<file path="src/rtl/bp_pkg.sv">
// Shared types and helpers for the history-based branch predictor.
package bp_pkg;

  typedef enum logic {
    ST_INIT = 1'b0,
    ST_RUN  = 1'b1
  } bp_state_e;

  localparam int MODE_LOCAL  = 0;
  localparam int MODE_GSHARE = 1;

  // Saturating up/down step for counters up to 4 bits wide.
  function automatic logic [3:0] ctr_sat(input logic [3:0] ctr,
                                         input logic       up,
                                         input int         width);
    logic [3:0] max_v;
    max_v = 4'((5'd1 << width) - 5'd1);
    if (up) begin
      return (ctr >= max_v) ? ctr : ctr + 4'd1;
    end
    return (ctr == 4'd0) ? ctr : ctr - 4'd1;
  endfunction

endpackage

</file>
<file path="src/rtl/pht_ctr_array.sv">
// Pattern history table: saturating counters with registered MSB read,
// read-modify-write update port and an initialisation sweep write port.
module pht_ctr_array
  import bp_pkg::*;
#(
  parameter int IDX_W     = 6,
  parameter int CTR_WIDTH = 2
) (
  input  logic             clk,
  input  logic             rst_n,
  input  logic             sweep_we_i,
  input  logic [IDX_W-1:0] sweep_idx_i,
  input  logic             rd_en_i,
  input  logic [IDX_W-1:0] rd_idx_i,
  input  logic             upd_en_i,
  input  logic [IDX_W-1:0] upd_idx_i,
  input  logic             upd_taken_i,
  output logic             rd_msb_o
);

  localparam int DEPTH = 1 << IDX_W;
  localparam logic [CTR_WIDTH-1:0] CTR_INIT = CTR_WIDTH'((1 << (CTR_WIDTH - 1)) - 1);

  logic [CTR_WIDTH-1:0] ctr_q [DEPTH];
  logic                 rd_msb_q;

  // Counter storage: no reset, contents come only from the sweep.
  // Sweep and update never coincide because updates need ready.
  always_ff @(posedge clk) begin
    if (sweep_we_i) begin
      ctr_q[sweep_idx_i] <= CTR_INIT;
    end else if (upd_en_i) begin
      ctr_q[upd_idx_i] <= CTR_WIDTH'(ctr_sat(4'(ctr_q[upd_idx_i]), upd_taken_i, CTR_WIDTH));
    end
  end

  // Registered lookup; reads the pre-update value, forced low without a request.
  always_ff @(posedge clk) begin
    if (!rst_n) begin
      rd_msb_q <= 1'b0;
    end else begin
      rd_msb_q <= rd_en_i & ctr_q[rd_idx_i][CTR_WIDTH-1];
    end
  end

  assign rd_msb_o = rd_msb_q;

endmodule

</file>
<file path="src/rtl/hist_predictor.sv">
// Two-level branch direction predictor: local history (BHT) or gshare,
// indexing a table of saturating counters that is swept to weakly
// not-taken after every reset.
module hist_predictor
  import bp_pkg::*;
#(
  parameter int BHR_WIDTH  = 4,
  parameter int BHT_BIT    = 5,
  parameter int PHT_PC_BIT = 2,
  parameter int CTR_WIDTH  = 2,
  parameter int MODE       = 0
) (
  input  logic        clk,
  input  logic        rst_n,
  input  logic        if1_valid,
  input  logic [31:0] if1_pc,
  output logic        pred_valid,
  output logic        pred_taken,
  output logic        ready,
  input  logic        upd_valid,
  input  logic [31:0] upd_pc,
  input  logic        upd_taken
);

  localparam int I         = BHR_WIDTH + PHT_PC_BIT;
  localparam int BHT_DEPTH = 1 << BHT_BIT;

  bp_state_e            state_q;
  logic [I-1:0]         sweep_q;
  logic                 ready_q;
  logic                 pred_valid_q;
  logic [BHR_WIDTH-1:0] bht_q [BHT_DEPTH];
  logic [BHR_WIDTH-1:0] ghr_q;

  logic                 sweep_we;
  logic                 rd_en;
  logic                 upd_en;
  logic [BHR_WIDTH-1:0] rd_hist;
  logic [BHR_WIDTH-1:0] upd_hist;
  logic [BHR_WIDTH-1:0] upd_bhr;
  logic [I-1:0]         rd_idx;
  logic [I-1:0]         upd_idx;
  logic                 unused_pc;

  assign sweep_we = (state_q == ST_INIT) && rst_n;
  assign rd_en    = if1_valid & ready_q;
  assign upd_en   = upd_valid & ready_q;
  assign upd_bhr  = bht_q[upd_pc[BHT_BIT+1:2]];

  // Only the low PC bits index anything; higher bits alias freely.
  assign unused_pc = ^{if1_pc, upd_pc};

  // History selection and table index for lookup and update, both from
  // the history as it stands before this cycle's update.
  always_comb begin
    rd_hist  = bht_q[if1_pc[BHT_BIT+1:2]];
    upd_hist = upd_bhr;
    if (MODE == MODE_GSHARE) begin
      rd_hist  = ghr_q ^ if1_pc[I+1:PHT_PC_BIT+2];
      upd_hist = ghr_q ^ upd_pc[I+1:PHT_PC_BIT+2];
    end
    rd_idx  = {rd_hist, if1_pc[PHT_PC_BIT+1:2]};
    upd_idx = {upd_hist, upd_pc[PHT_PC_BIT+1:2]};
  end

  // Control FSM: INIT sweeps the table, RUN serves lookups and updates.
  always_ff @(posedge clk) begin
    if (!rst_n) begin
      state_q      <= ST_INIT;
      sweep_q      <= '0;
      ready_q      <= 1'b0;
      pred_valid_q <= 1'b0;
    end else begin
      case (state_q)
        ST_INIT: begin
          ready_q      <= 1'b0;
          pred_valid_q <= 1'b0;
          sweep_q      <= sweep_q + 1'b1;
          if (sweep_q == '1) begin
            state_q <= ST_RUN;
          end
        end
        ST_RUN: begin
          ready_q      <= 1'b1;
          pred_valid_q <= rd_en;
        end
        default: begin
          state_q <= ST_INIT;
        end
      endcase
    end
  end

  // History registers: cleared in one cycle on reset, shifted on update.
  always_ff @(posedge clk) begin
    if (!rst_n) begin
      for (int i = 0; i < BHT_DEPTH; i++) begin
        bht_q[i] <= '0;
      end
      ghr_q <= '0;
    end else if (upd_en) begin
      if (MODE == MODE_GSHARE) begin
        ghr_q <= BHR_WIDTH'({ghr_q, upd_taken});
      end else begin
        bht_q[upd_pc[BHT_BIT+1:2]] <= BHR_WIDTH'({upd_bhr, upd_taken});
      end
    end
  end

  pht_ctr_array #(
    .IDX_W     (I),
    .CTR_WIDTH (CTR_WIDTH)
  ) u_pht (
    .clk         (clk),
    .rst_n       (rst_n),
    .sweep_we_i  (sweep_we),
    .sweep_idx_i (sweep_q),
    .rd_en_i     (rd_en),
    .rd_idx_i    (rd_idx),
    .upd_en_i    (upd_en),
    .upd_idx_i   (upd_idx),
    .upd_taken_i (upd_taken),
    .rd_msb_o    (pred_taken)
  );

  assign pred_valid = pred_valid_q;
  assign ready      = ready_q;

endmodule
</file>
<file path="config.mk">
export PLATFORM = sky130hd
export DESIGN_NAME = hist_predictor
export DESIGN_NICKNAME = d
export VERILOG_FILES = /design/src/rtl/bp_pkg.sv /design/src/rtl/pht_ctr_array.sv /design/src/rtl/hist_predictor.sv
export SDC_FILE = /design/constraint.sdc
export NUM_CORES = 1
export LEC_CHECK = 0
export CORE_MARGIN = 10
export CORE_UTILIZATION = 45
export CTS_BUF_LIST = sky130_fd_sc_hd__clkbuf_16
export CTS_CLUSTER_SIZE = 24
export DETAILED_ROUTE_END_ITERATION = 6
export GPL_ROUTABILITY_DRIVEN = 0
export SLEW_MARGIN = 20
export SYNTH_ARGS = -nofsm -noshare
export SYNTH_HDL_FRONTEND = slang
export SYNTH_SLANG_ARGS = --single-unit
</file>
<file path="constraint.sdc">
create_clock -name clk -period 6.5 [get_ports clk]
set_input_delay 0.975 -clock clk [delete_from_list [all_inputs] [get_ports clk]]
set_output_delay 0.975 -clock clk [all_outputs]
set_load 0.1 [all_outputs]
</file>
==> results_dict.tcl <==
set metrics [dict create \
    synth_top_family_by_area "multiplexers" \
    crit_family "simple AND/OR/NAND/NOR gates" \
    syn_avg_cell_area_um2 14.6 \
    cts_resized 0 \
    dr.first_iter.drc_count 670 \
    fin_crit_ns 4.94 \
    drc_errors 0 \
    leakage_nw 5.09 \
    grt.overflow.total 0 \
    ios 72 \
    slowest_delay_ns 0.67 \
    rsz0062_at_grt "no" \
    dpl.cell_count 1262 \
    hp-start "sweep_q[5]" \
    clockBufferDepth 3 \
    worst_pin_slew_ns 1.07 \
    cts_tree "done" \
    slowest_stage "clkdlybuf4s50_1" \
    globalRouteTotalUtil 0.175 \
    postCtsHoldBufs 0 \
    ant_nets 0 \
    cts_sinks 266 \
    synthAdderAreaFrac 0.00265 \
    cap_violations 0 \
    syn-num-nets 978 \
    htree_levels 1 \
    synth-compound-area-share 0.0262 \
    path_buf_inv 2 \
    ys_top_cells_by_area "edfxtp_1 58%, mux4_2 19%, nor2_1 5.7%" \
    yosysMostFrequentCell "edfxtp_1" \
    synthArstFlopShare 0 \
    criticalPathCategory "input port to register" \
    clk_latency_ns 0.56 \
    wl_per_cell_um 24.1 \
    powerDensity_nw_per_um2 258 \
    final_cells 1316 \
    cts_root_buf "clkbuf_16" \
    cp.arrival_ns 5.15 \
    synth_edf_count 256 \
    hold_viol_final 0 \
    crit_start "upd_pc[4]" \
    synth_cell_type_count 51 \
    grt_max_degree 65 \
    syn_area_um2 13200 \
    placed_cell_area_um2 13700 \
    synth_top_area_cell "edfxtp_1" \
    portBuffers 17 \
    synth_mux_area_frac 0.232 \
    setup_tns_ns 0 \
    yosys_warnings 0 \
    fmax_ghz 0.202 \
    core-area_um2 28900 \
    worst_r2r_startpoint "bht_q[23][2]" \
    worstHoldPathType "register to register" \
    die_w_um 191 \
    synth-xor-area-share 0.00265 \
    start_util 0.458 \
    core.rowCount 62 \
    areaGrowthSynthToFinish_pct 10.3 \
    grt_pass1_wl_um 48600 \
    antenna_found_initial 0 \
    drive_gt1_frac 0.201 \
    finalClockSkew_ns 0.0163 \
    dieArea_um2 36600 \
    finalCritPeriodShare 0.760 \
    critPathCaptureType "register" \
    yosysSeqAreaShare 0.597 \
    die_h_um 191 \
    drtPass1Iterations 5 \
    synth_flop_cell "edfxtp_1" \
    vias_per_cell 5.98 \
    peakVddDrop_mv 0.174 \
    synth_top_area_share 0.581 \
    path_clk_slew_ns 0.06 \
    n_antenna_cell 0 \
    nets 979 \
    synth_simple_gate_area_frac 0.117 \
    cts_inserted_buffers 29 \
    vias 7875 \
    outcome "finished, final reports clean" \
    slew-limit-headroom 0.286 \
    grt_pass1_vias 8015 \
    postLayoutCellArea_um2 14600 \
    cp_max_fo 64 \
    cp_common_cell "mux2i_1" \
    setup_violations 0 \
    worstPathRequired_ns 6.71 \
    cts_setup_buffers 0 \
    place_hpwl_um 20900 \
    path_cells "clkdlybuf4s50_1, and3b_1, and3_1, or4_4, nor4_4, buf_12, mux2i_1, mux2i_1, mux2_2, maj3_2, a22o_4" \
    maxSlewViolCount 0 \
    wirelength_um 31800 \
    synthCells 908 \
    start_kind "input port" \
    synth_commonest_cells "256 x edfxtp_1, 199 x nor2_1, 114 x mux4_2, 92 x nand2_1, 35 x mux2i_1" \
    ys_seq_elements 266 \
]
[per-stage QoR]
| step | worst slack, ns | util | hold WS [ns] | total power (W) |
|---|---|---|---|---|
| detailed placement | 0.699 | 0.475 | 0.519 | 0.00231 |
| global route | 1.44 | 0.505 | 0.582 | 0.00389 |
| global placement | 0.845 | 0.475 | 0.519 | 0.00230 |
| CTS | 1.28 | 0.505 | 0.529 | 0.00379 |
| finish | 1.56 | 0.505 | 0.531 | 0.00376 |
| floorplan | 1.10 | - | 0.490 | 0.00220 |
[flip-flops by register name, summed over array words and instances, names as in the netlist]
name,cells
bht_q,128
pred_valid,1
ready,1
state_q,1
sweep_q,6
u_pht.ctr_q,128
u_pht.rd_msb_o,1
[worst min-delay path: stages (launching register included)]
cell	delay, ns
dfxtp_1	0.34
o21ai_0	0.07
a21boi_0	0.07
[report_power, final]
part           leakage, nW  total, W  internal [W]  switching (W)
Clock                0.480   0.00149      0.000842       0.000651
Sequential            2.72   0.00191       0.00189      0.0000172
Combinational         1.89  0.000362      0.000142       0.000220
[logic make-up after synthesis]
group / Yosys count
flip-flops: 266
multiplexers: 161
adder cells (fa/ha/maj): 3
AO/OA/AOI/OAI: 48
buffers and inverters: 67
AND/OR/NAND/NOR: 359
XOR/XNOR: 4
[per-layer routing]
layer | up-vias | routed length, µm | part of all wire | track usage
met3 | 49 | 2640 | 0.083 | 0.0379
met5 | - | 0 | 0 | 0
met2 | 274 | 15200 | 0.48 | 0.273
met1 | 4036 | 13500 | 0.42 | 0.246
met4 | 0 | 462 | 0.015 | 0.0406
li1 | 3516 | - | - | -
[cell type report]
type / instances / area, µm²
Clock buffer: 29 / 726
Clock inverter: 25 / 133
Fill cell: 2510 / 14300
Inverter: 5 / 18.8
Multi-Input combinational cell: 575 / 5060
Sequential cell: 266 / 7890
Tap cell: 384 / 480
Timing Repair Buffer: 32 / 278
[final timing paths]
kind	endpoint	slack (ns)	cells after the start
max	u_pht.ctr_q[35][0]	1.56	11
min	sweep_q[5]	0.53	2
max reg2reg	u_pht.ctr_q[35][0]	2.41	10
min reg2reg	sweep_q[5]	0.53	2
[layout by cell type, fill, tap and decap left out, types with 7 or more instances in the layout]
master           instances
mux2i_1                 35
edfxtp_1               256
a22oi_1                 23
clkbuf_16               29
nand2_1                 92
buf_4                   17
clkdlybuf4s50_1         12
nor2_1                 199
nand3_1                 18
dfxtp_1                 10
and2_1                   7
mux4_2                 114
inv_1                   19
(Power assumes the default switching activity.)
